## src/rtl/bias_activation_stage.sv

```systemverilog
// -----------------------------------------------------------------------------
// bias_activation_stage
//
// This stage follows matrix_dot_product. It captures one M x N signed
// fixed-point result matrix together with one bias value per column. It adds
// the column bias to each element, saturates the sum back to DW bits and
// applies ReLU. The activated elements stream out in row-major order, one
// element per out_valid/out_ready handshake.
//
// The stage holds a single frame buffer and does not overlap frames. A new
// frame is accepted only while the stage is IDLE. Because of this, one frame
// takes at least M*N+1 cycles.
//
// Optional feature: define LEAKY_RELU_EN to replace plain ReLU with leaky
// ReLU. With leaky ReLU a negative sum is arithmetically shifted right by
// LEAK_SHIFT instead of being forced to zero. FRAC is informational only,
// because the arithmetic does not depend on where the binary point sits.
// -----------------------------------------------------------------------------
module bias_activation_stage #(
    parameter int M          = 2,
    parameter int N          = 2,
    parameter int DW         = 16,
    parameter int FRAC       = 8,
    parameter int LEAK_SHIFT = 3
) (
    input  logic                                       clk,
    input  logic                                       rst_n,
    input  logic                                       in_valid,
    output logic                                       in_ready,
    input  logic [M*N*DW-1:0]                          in_data,
    input  logic [N*DW-1:0]                            in_bias,
    output logic                                       out_valid,
    input  logic                                       out_ready,
    output logic [DW-1:0]                              out_data,
    output logic [((M*N > 1) ? $clog2(M*N) : 1)-1:0]   out_idx,
    output logic                                       out_last
);

    // Width of the element index and of the column counter (minimum 1 bit).
    localparam int IW   = (M * N > 1) ? $clog2(M * N) : 1;
    localparam int CW   = (N > 1) ? $clog2(N) : 1;
    localparam int LAST = M * N - 1;

    // Reject configurations that cannot work. The frame must be non-empty,
    // the shift must leave at least the sign bit, and the binary point must
    // lie inside the word.
    if (M < 1 || N < 1 || DW < 2 || FRAC < 0 || FRAC > DW ||
        LEAK_SHIFT < 0 || LEAK_SHIFT >= DW) begin : g_param_check
        $error("bias_activation_stage: illegal parameter set");
    end

    typedef enum logic {
        IDLE   = 1'b0,
        STREAM = 1'b1
    } state_t;

    state_t              state;
    logic [M*N*DW-1:0]   frame_q;
    logic [N*DW-1:0]     bias_q;
    logic [CW-1:0]       col_q;

    logic [IW-1:0]       next_idx;
    logic [CW-1:0]       next_col;
    logic [DW-1:0]       next_elem;
    logic [DW-1:0]       next_bias;
    logic [DW-1:0]       next_act;
    logic [DW-1:0]       first_act;
    logic                accept;
    logic                transfer;

    // Bias add in DW+1 bits, saturation back to DW bits, then the activation.
    function automatic logic [DW-1:0] bias_act(input logic [DW-1:0] elem,
                                               input logic [DW-1:0] bias);
        logic [DW:0]   sum;
        logic [DW-1:0] sat;
`ifdef LEAKY_RELU_EN
        logic signed [DW-1:0] leak;
`endif
        // NOTE: function locals are ordinary variables evaluated in order, so
        // blocking '=' is correct here. Only state registers use '<='.
        sum = {elem[DW-1], elem} + {bias[DW-1], bias};
        // The sum overflowed when its two top bits disagree. The top bit then
        // holds the true sign, which selects the saturation direction.
        if (sum[DW] != sum[DW-1]) begin
            sat = sum[DW] ? {1'b1, {(DW-1){1'b0}}} : {1'b0, {(DW-1){1'b1}}};
        end else begin
            sat = sum[DW-1:0];
        end
`ifdef LEAKY_RELU_EN
        // The shift is kept in a signed variable of its own. If it sat inside
        // the unsigned ?: below, it would degrade to a logical shift.
        leak     = $signed(sat) >>> LEAK_SHIFT;
        bias_act = sat[DW-1] ? leak : sat;
`else
        bias_act = sat[DW-1] ? '0 : sat;
`endif
    endfunction

    assign accept   = in_valid && in_ready;
    assign transfer = out_valid && out_ready;

    // Select and activate the element that follows the one currently shown.
    always_comb begin
        next_idx  = out_idx + 1'b1;
        next_col  = (col_q == CW'(N - 1)) ? '0 : col_q + 1'b1;
        next_elem = frame_q[int'(next_idx) * DW +: DW];
        next_bias = bias_q[int'(next_col) * DW +: DW];
        next_act  = bias_act(next_elem, next_bias);
        // Element 0 is computed straight from the inputs, so it appears the
        // cycle after accept without first waiting for the frame registers.
        first_act = bias_act(in_data[DW-1:0], in_bias[DW-1:0]);
    end

    // Frame FSM: capture on accept, then step through elements on each transfer.
    always_ff @(posedge clk or negedge rst_n) begin
        // NOTE: the frame and bias buffers are reset together with the control
        // state, so a dropped partial frame leaves no stale data behind.
        if (!rst_n) begin
            state     <= IDLE;
            in_ready  <= 1'b1;
            out_valid <= 1'b0;
            out_data  <= '0;
            out_idx   <= '0;
            out_last  <= 1'b0;
            col_q     <= '0;
            frame_q   <= '0;
            bias_q    <= '0;
        end else begin
            // NOTE: every assignment to state uses '<='. Each branch then
            // reads the pre-edge values, whatever order the statements are in.
            case (state)
                IDLE: begin
                    if (accept) begin
                        frame_q   <= in_data;
                        bias_q    <= in_bias;
                        out_data  <= first_act;
                        out_idx   <= '0;
                        col_q     <= '0;
                        out_last  <= (LAST == 0);
                        out_valid <= 1'b1;
                        in_ready  <= 1'b0;
                        state     <= STREAM;
                    end
                end
                STREAM: begin
                    if (transfer) begin
                        if (out_last) begin
                            // Index and last flag are left as they are. They
                            // mean nothing while out_valid is low.
                            out_valid <= 1'b0;
                            in_ready  <= 1'b1;
                            state     <= IDLE;
                        end else begin
                            out_data <= next_act;
                            out_idx  <= next_idx;
                            col_q    <= next_col;
                            out_last <= (next_idx == IW'(LAST));
                        end
                    end
                end
                default: begin
                    state     <= IDLE;
                    in_ready  <= 1'b1;
                    out_valid <= 1'b0;
                end
            endcase
        end
    end

    // Protocol invariants of this stage.
    a_ready_valid_excl: assert property (@(posedge clk) disable iff (!rst_n)
        !(in_ready && out_valid));

    a_stall_stable: assert property (@(posedge clk) disable iff (!rst_n)
        out_valid && !out_ready |=> out_valid && $stable(out_data)
                                 && $stable(out_idx) && $stable(out_last));

    a_last_matches_idx: assert property (@(posedge clk) disable iff (!rst_n)
        out_valid |-> (out_last == (out_idx == IW'(LAST))));

    a_idx_in_range: assert property (@(posedge clk) disable iff (!rst_n)
        out_valid |-> (int'(out_idx) <= LAST));

endmodule

```

## config.mk

```make
export PLATFORM = sky130hd
export DESIGN_NAME = bias_activation_stage
export DESIGN_NICKNAME = d
export VERILOG_FILES = /design/src/rtl/bias_activation_stage.sv
export SDC_FILE = /design/constraint.sdc
export NUM_CORES = 1
export LEC_CHECK = 0
export ABC_AREA = 1
export BUFFER_PORTS_ARGS = -buffer_cell sky130_fd_sc_hd__buf_2
export CORE_MARGIN = 3
export CORE_UTILIZATION = 59
export CTS_BUF_LIST = sky130_fd_sc_hd__clkbuf_2
export DETAILED_ROUTE_END_ITERATION = 10
export PLACE_DENSITY_LB_ADDON = 0.05
export REMOVE_ABC_BUFFERS = 1
export SLEW_MARGIN = 5
export SYNTH_ARGS = -nofsm -noshare
export SYNTH_HDL_FRONTEND = slang
export SYNTH_SLANG_ARGS = --single-unit
```

## constraint.sdc

```tcl
create_clock -name clk -period 3.8 [get_ports clk]
set_input_delay 0.76 -clock clk [delete_from_list [all_inputs] [get_ports clk]]
set_output_delay 0.76 -clock clk [all_outputs]
set_load 0.1 [all_outputs]
```

# Word level (Yosys, flattened, before mapping)
# Cells that the tools add are included.
word_totals:
  register_bits: 119
  in_bits: 100
  out_inout_bits: 21
  wordCells: 62
classes:
  n_addsub: 4
  eq_ne: 7
  shifts: 2
  mux: 33
  n_bitwise: 1
  n_reduce_logical: 6
ops:
  columns: ["cell", "count"]
  rows:
  - ["$mux W16", 7]
  - ["$shiftx A64 B7 Y16", 1]
  - ["$add A16 B16 Y17", 2]
  - ["$pmux W16 S2", 1]
  - ["$shiftx A32 B6 Y16", 1]
  - ["$mux W15", 2]
  - ["$mux W1", 14]
  - ["$pmux W1 S2", 5]
  - ["$mux W2", 3]
  - ["$ne A2 B2 Y1 const B", 3]
  - ["$reduce_and A3 Y1", 2]
  - ["$pmux W2 S2", 1]
  - ["$reduce_and A2 Y1", 2]
  - ["$add A2 B1 Y2 const B", 1]
  - ["$eq A2 B2 Y1 const B", 1]
  - ["$logic_and A1 B1 Y1", 2]
  - ["$ne A1 B1 Y1", 2]
  - ["$ne A2 B1 Y1 const B", 1]
  - ["$add A1 B1 Y1 const B", 1]
  - ["$not A1 Y1", 1]

# Depth between registers and ports, before layout
logic_depth:
  depth_word: 10
  ltp_mapped: 24
  depth_no_buf: 20

# Worst setup path after synthesis
# No wires, ideal clock.
synth_timing:
  kind: "reg-to-reg"
  from: "register out_idx[0] in the netlist's numbering"
  to: "register out_data[8]"
  setup_time_ns: 0.120
  arrival_ns: 3.734
  required_time_ns: 3.680
  slack_ns: -0.054
  stages_incl_launch_ff: 23
  path_buffers: 4
  period_less_slack_ns: 3.854
  cell_sequence: "dfrtp_1 clkbuf_1 inv_1 buf_1 ha_1 inv_1 clkbuf_1 o21ai_0 o22ai_1 ha_1 nand2_1 inv_1 a21oi_1 nand2_1 nand2_1 nand3_1 nand2_4 buf_8 nand2_2 nand2_1 nand2_1 nand2_1 nand2_1"
synth_via:
  elab_chain_cells: 9
  word_cells_on_any_way: 10
  cone_classes: "add/sub (2); eq/ne (1); shift (1); mux (6)"
synth_lines:
  columns: ["element", "line", "rtl"]
  rows:
  - ["start, declared", "35", "output logic [((M*N > 1) ? $clog2(M*N) : 1)-1:0] out_idx,"]
  - ["start signal, assigned", "155", "out_idx <= next_idx;"]
  - ["$add A2 B1 Y2 *", "104", "next_idx = out_idx + 1'b1;"]
  - ["$shiftx A64 B7 Y16 *", "106", "next_elem = frame_q[int'(next_idx) * DW +: DW];"]
  - ["$add A16 B16 Y17 *", "81", "sum = {elem[DW-1], elem} + {bias[DW-1], bias};"]
  - ["$mux W16 / $ne A1 B1 Y1 (equally long branches)", "85, 84", null]
  - ["$mux W16 *", "84", "if (sum[DW] != sum[DW-1]) begin"]
  - ["$mux W15 *", "95", "bias_act = sat[DW-1] ? '0 : sat;"]
  - ["$mux W16 *", "147", "if (out_last) begin"]
  - ["$mux W16 *", "146", "if (transfer) begin"]
  - ["$pmux W16 S2 *", "131", "case (state)"]
  - ["end signal, assigned", "136", "out_data <= first_act;"]
  - ["end signal, assigned", "154", "out_data <= next_act;"]
  - ["end, declared", "34", "output logic [DW-1:0] out_data,"]
# Mark *: on every way between the ends. The rest lies on a longest branch, timed or not. The select of a mux whose other input is x is not followed.
# A chain may end at the register's enable or synchronous reset.

# Worst setup path in the final report
layout_timing:
  from: "register out_idx[1] in the netlist's numbering"
  to: "register out_data[8]"
# Same word-level chain as after synthesis.

==> summary.txt <==
Place
  – Final Wtd Congestion: 0.961
  – Post-DP HPWL: 14,200 um
  – Port-buffer cells: 119

Floorplanning
  – Die height: approximately 120 um
  – Die Area: 14,300 um^2
  – CORE AREA: roughly 12,000 um^2
  – Floorplan row count: 40
  – Num ports: 121
  – Initial Utilization: between 60% and 70%
  – DIE WIDTH: 120 um

Timing
  – Crit path time final: 3370 ps
  – Fmax: 297 MHz
  – Fin. max-slew vios: 0
  – # setup viols final: 0
  – Hold Fails Final Rpt: 0
  – Unrepaired setup endpoints after global routing: false
  – Slew HR: 32.9%
  – Worst Max-Slew Pin Slew: 1010 ps
  – Tcrit/Tclk final: 88.6%
  – Setup Skew: 19.1 ps
  – Hold Slack: 38.7 ps

Clock tree
  – CTS tree: yes
  – Clk root buf: clkbuf_2
  – Cts hold-fix bufs: 0
  – Post CTS Setup Buffer Count: 0
  – CTS clk-pin slew, worst paths: about 180 ps
  – Skew-Pair Late Insertion Delay: ~680 ps
  – Post-CTS Resized: 0
  – TritonCTS buffer count: 17
  – Clock sink count: between 100 and 150
  – Clock Path Buffers: 2
  – CTS H-tree lvls: 4

Drt
  – DRT Wirelength: 19,400 um
  – Post-route ant nets: 0
  – Vias per cell: 5.11
  – Initial DRT Pass Iterations: 9
  – DRC: 0
  – Iter 0 DRT Violations: 470
  – Via Count: about 7,300
  – Routed len/inst: approximately 14 um

GRT
  – First-pass GRT wire length: around 33,000 um
  – GRT Overall Usage: roughly 28%
  – Largest net degree at the start of global routing: 100
  – Total gr overflow: 0
  – Vias in the first global route: 6,755
  – Initial antenna violation count: 1

Critical path
  – Worst path required time: approximately 4400 ps
  – Critical Path Start Type: register
  – Setup slack, reg-to-reg: 430 ps
  – Worst-path maximum fanout: 15
  – WS Path Type: reg -> reg
  – Crit path DAT: about 4000 ps
  – CP Capture Type: register

Finish
  – Nets: 1,390
  – Final core occ: 69.1%
  – Area Overhead vs Synth: 11.5%
  – Share of cells above drive strength 1: 15.7%

Synth
  – Register area share after synthesis: 38.7%
  – Distinct cell type count after synthesis: 33
  – Synth Register Bits: between 100 and 150
  – Synth Instances: 1,147
  – Cell taking the most area after synthesis: dfrtp_1
  – Yosys top cell area share: 38.3%
  – Synth Cell Area: 7630 um^2
  – Synth warn: 0
  – Synth area leaders: dfrtp_1 (38%), nand2_1 (31%), ha_1 (5.4%)
  – Synthesized area per cell: between 6 and 7 um^2

Run
  – # Max-Cap Violations: 0

Status
  – Outcome: finished, final reports clean

Pwr
  – Peak supply drop: 0.000309 V
  – PwrDens: 276 nW/um^2
  – Leakage Power: 0.00529 uW

Hold path
  – Hold WC Path Type: in -> async
## routing by layer
metal / vias up / GRT usage [%] / wire, um
li1: 3720 / - / -
met1: 3331 / 37.5 / 8520
met2: 258 / 47.1 / 9280
met3: 34 / 5.70 / 1190
met4: 0 / 8.45 / 406
met5: - / 0 / 0
## cell families (layout without fill, tap and decap cells)
family | count (synthesis) | in the layout | synth area share, %
AND/OR/NAND/NOR | 762 | 762 | 40.0
buffers and inverters | 144 | 264 | 8.47
flip-flops | 118 | 118 | 38.7
AO/OA/AOI/OAI | 73 | 73 | 5.24
adder cells (fa/ha/maj) | 35 | 35 | 5.93
XOR/XNOR | 14 | 14 | 1.61
other | 1 | 2 | 0.0491
## final timing paths
check	start	end	cells past startpoint
hold reg to reg	frame_q[47]$_DFFE_PN0P_	frame_q[47]$_DFFE_PN0P_	2
setup reg to reg	out_idx[1]$_DFFE_PN0P_	out_data[8]$_DFFE_PN0P_	16
setup / recovery	out_idx[1]$_DFFE_PN0P_	out_data[8]$_DFFE_PN0P_	16
min in group clk	in_data[21]	frame_q[21]$_DFFE_PN0P_	3
max in group asynchronous	rst_n	in_ready$_DFFE_PN1P_	2
hold / removal	rst_n	frame_q[32]$_DFFE_PN0P_	1
## where the power goes
group          switching, uW  total [uW]  internal, uW
logic                    208         326           118
registers                  0        1260          1260
clock network            467         763           296
total                    675        2350          1670
## worst max-delay path, stage by stage (launching register included)
cell     delay, ps
dfrtp_1        420
ha_1           290
inv_1          460
o21ai_0        180
o22ai_1        220
ha_1           380
nand2_2        150
inv_1           40
nand2_1         60
nand2_1         70
a21oi_1        270
a21oi_2        120
nor2_4         330
nand2_1        110
nand2_1         90
nand2_1         50
nand2_1         50
## final cells by class
cell class | count | area, um^2
inverters | 104 | 400
flip-flops and latches | 118 | 2950
multi-input cells | 885 | 4050
well taps | 168 | 210
repair buffers | 129 | 686
clock buffers | 20 | 100
clock inverters | 11 | 110
diodes | 1 | 2.50
fillers | 1190 | 3800
## cells in the mapped netlist
| cell | number |
|---|---|
| dfrtp_1 | 117 |
| nor2_2 | 4 |
| nor2_4 | 2 |
| nand4_1 | 6 |
| a21oi_1 | 13 |
| nand3_1 | 27 |
| o22ai_1 | 16 |
| inv_1 | 100 |
| inv_8 | 1 |
| nand2_1 | 631 |
| nand3b_1 | 5 |
| nor2_1 | 54 |
| conb_1 | 1 |
| nand2_2 | 20 |
| nor3_1 | 2 |
| inv_2 | 2 |
| fa_1 | 2 |
| and2_1 | 6 |
| nand3_2 | 3 |
| ha_1 | 33 |
| clkbuf_8 | 1 |
| o21ai_0 | 40 |
| clkbuf_1 | 19 |
| xnor2_1 | 11 |
| buf_6 | 2 |
| xor2_1 | 3 |
| dfstp_2 | 1 |
| nand2_4 | 2 |
| a21oi_2 | 4 |
| buf_1 | 1 |
| buf_8 | 1 |
| buf_4 | 16 |
| inv_4 | 1 |
## sequential cells by signal (all words and copies together), names as in the netlist
signal,count
frame_q,64
bias_q,32
out_data,15
out_idx,2
col_q,1
in_ready,1
out_last,1
out_valid,1
state,1
## layout by cell type, fill, tap and decap left out, types with 5 or more instances in the layout
master    count
o22ai_1      16
xnor2_1      11
a21oi_1      13
nand2_1     631
nand3_1      26
and2_1        6
clkbuf_2     20
dfrtp_1     117
nand2_2      20
inv_1       100
nor2_1       54
o21ai_0      40
buf_2       118
nand4_1       6
ha_1         33
buf_4        10
nand3b_1      5
## metrics by stage
step	TNS [ps]	std cells	instance area, um^2	worst slack, ps	total power [uW]
after global placement	0	1404	8300	611	1600
final	0	1436	8510	432	2350
after global routing	0	1436	8510	161	2480
after floorplan	-46630	1107	7390	-1110	1460
after CTS	0	1435	8510	478	2370
after detailed placement	0	1404	8300	526	1600
(Power assumes the default switching activity.)
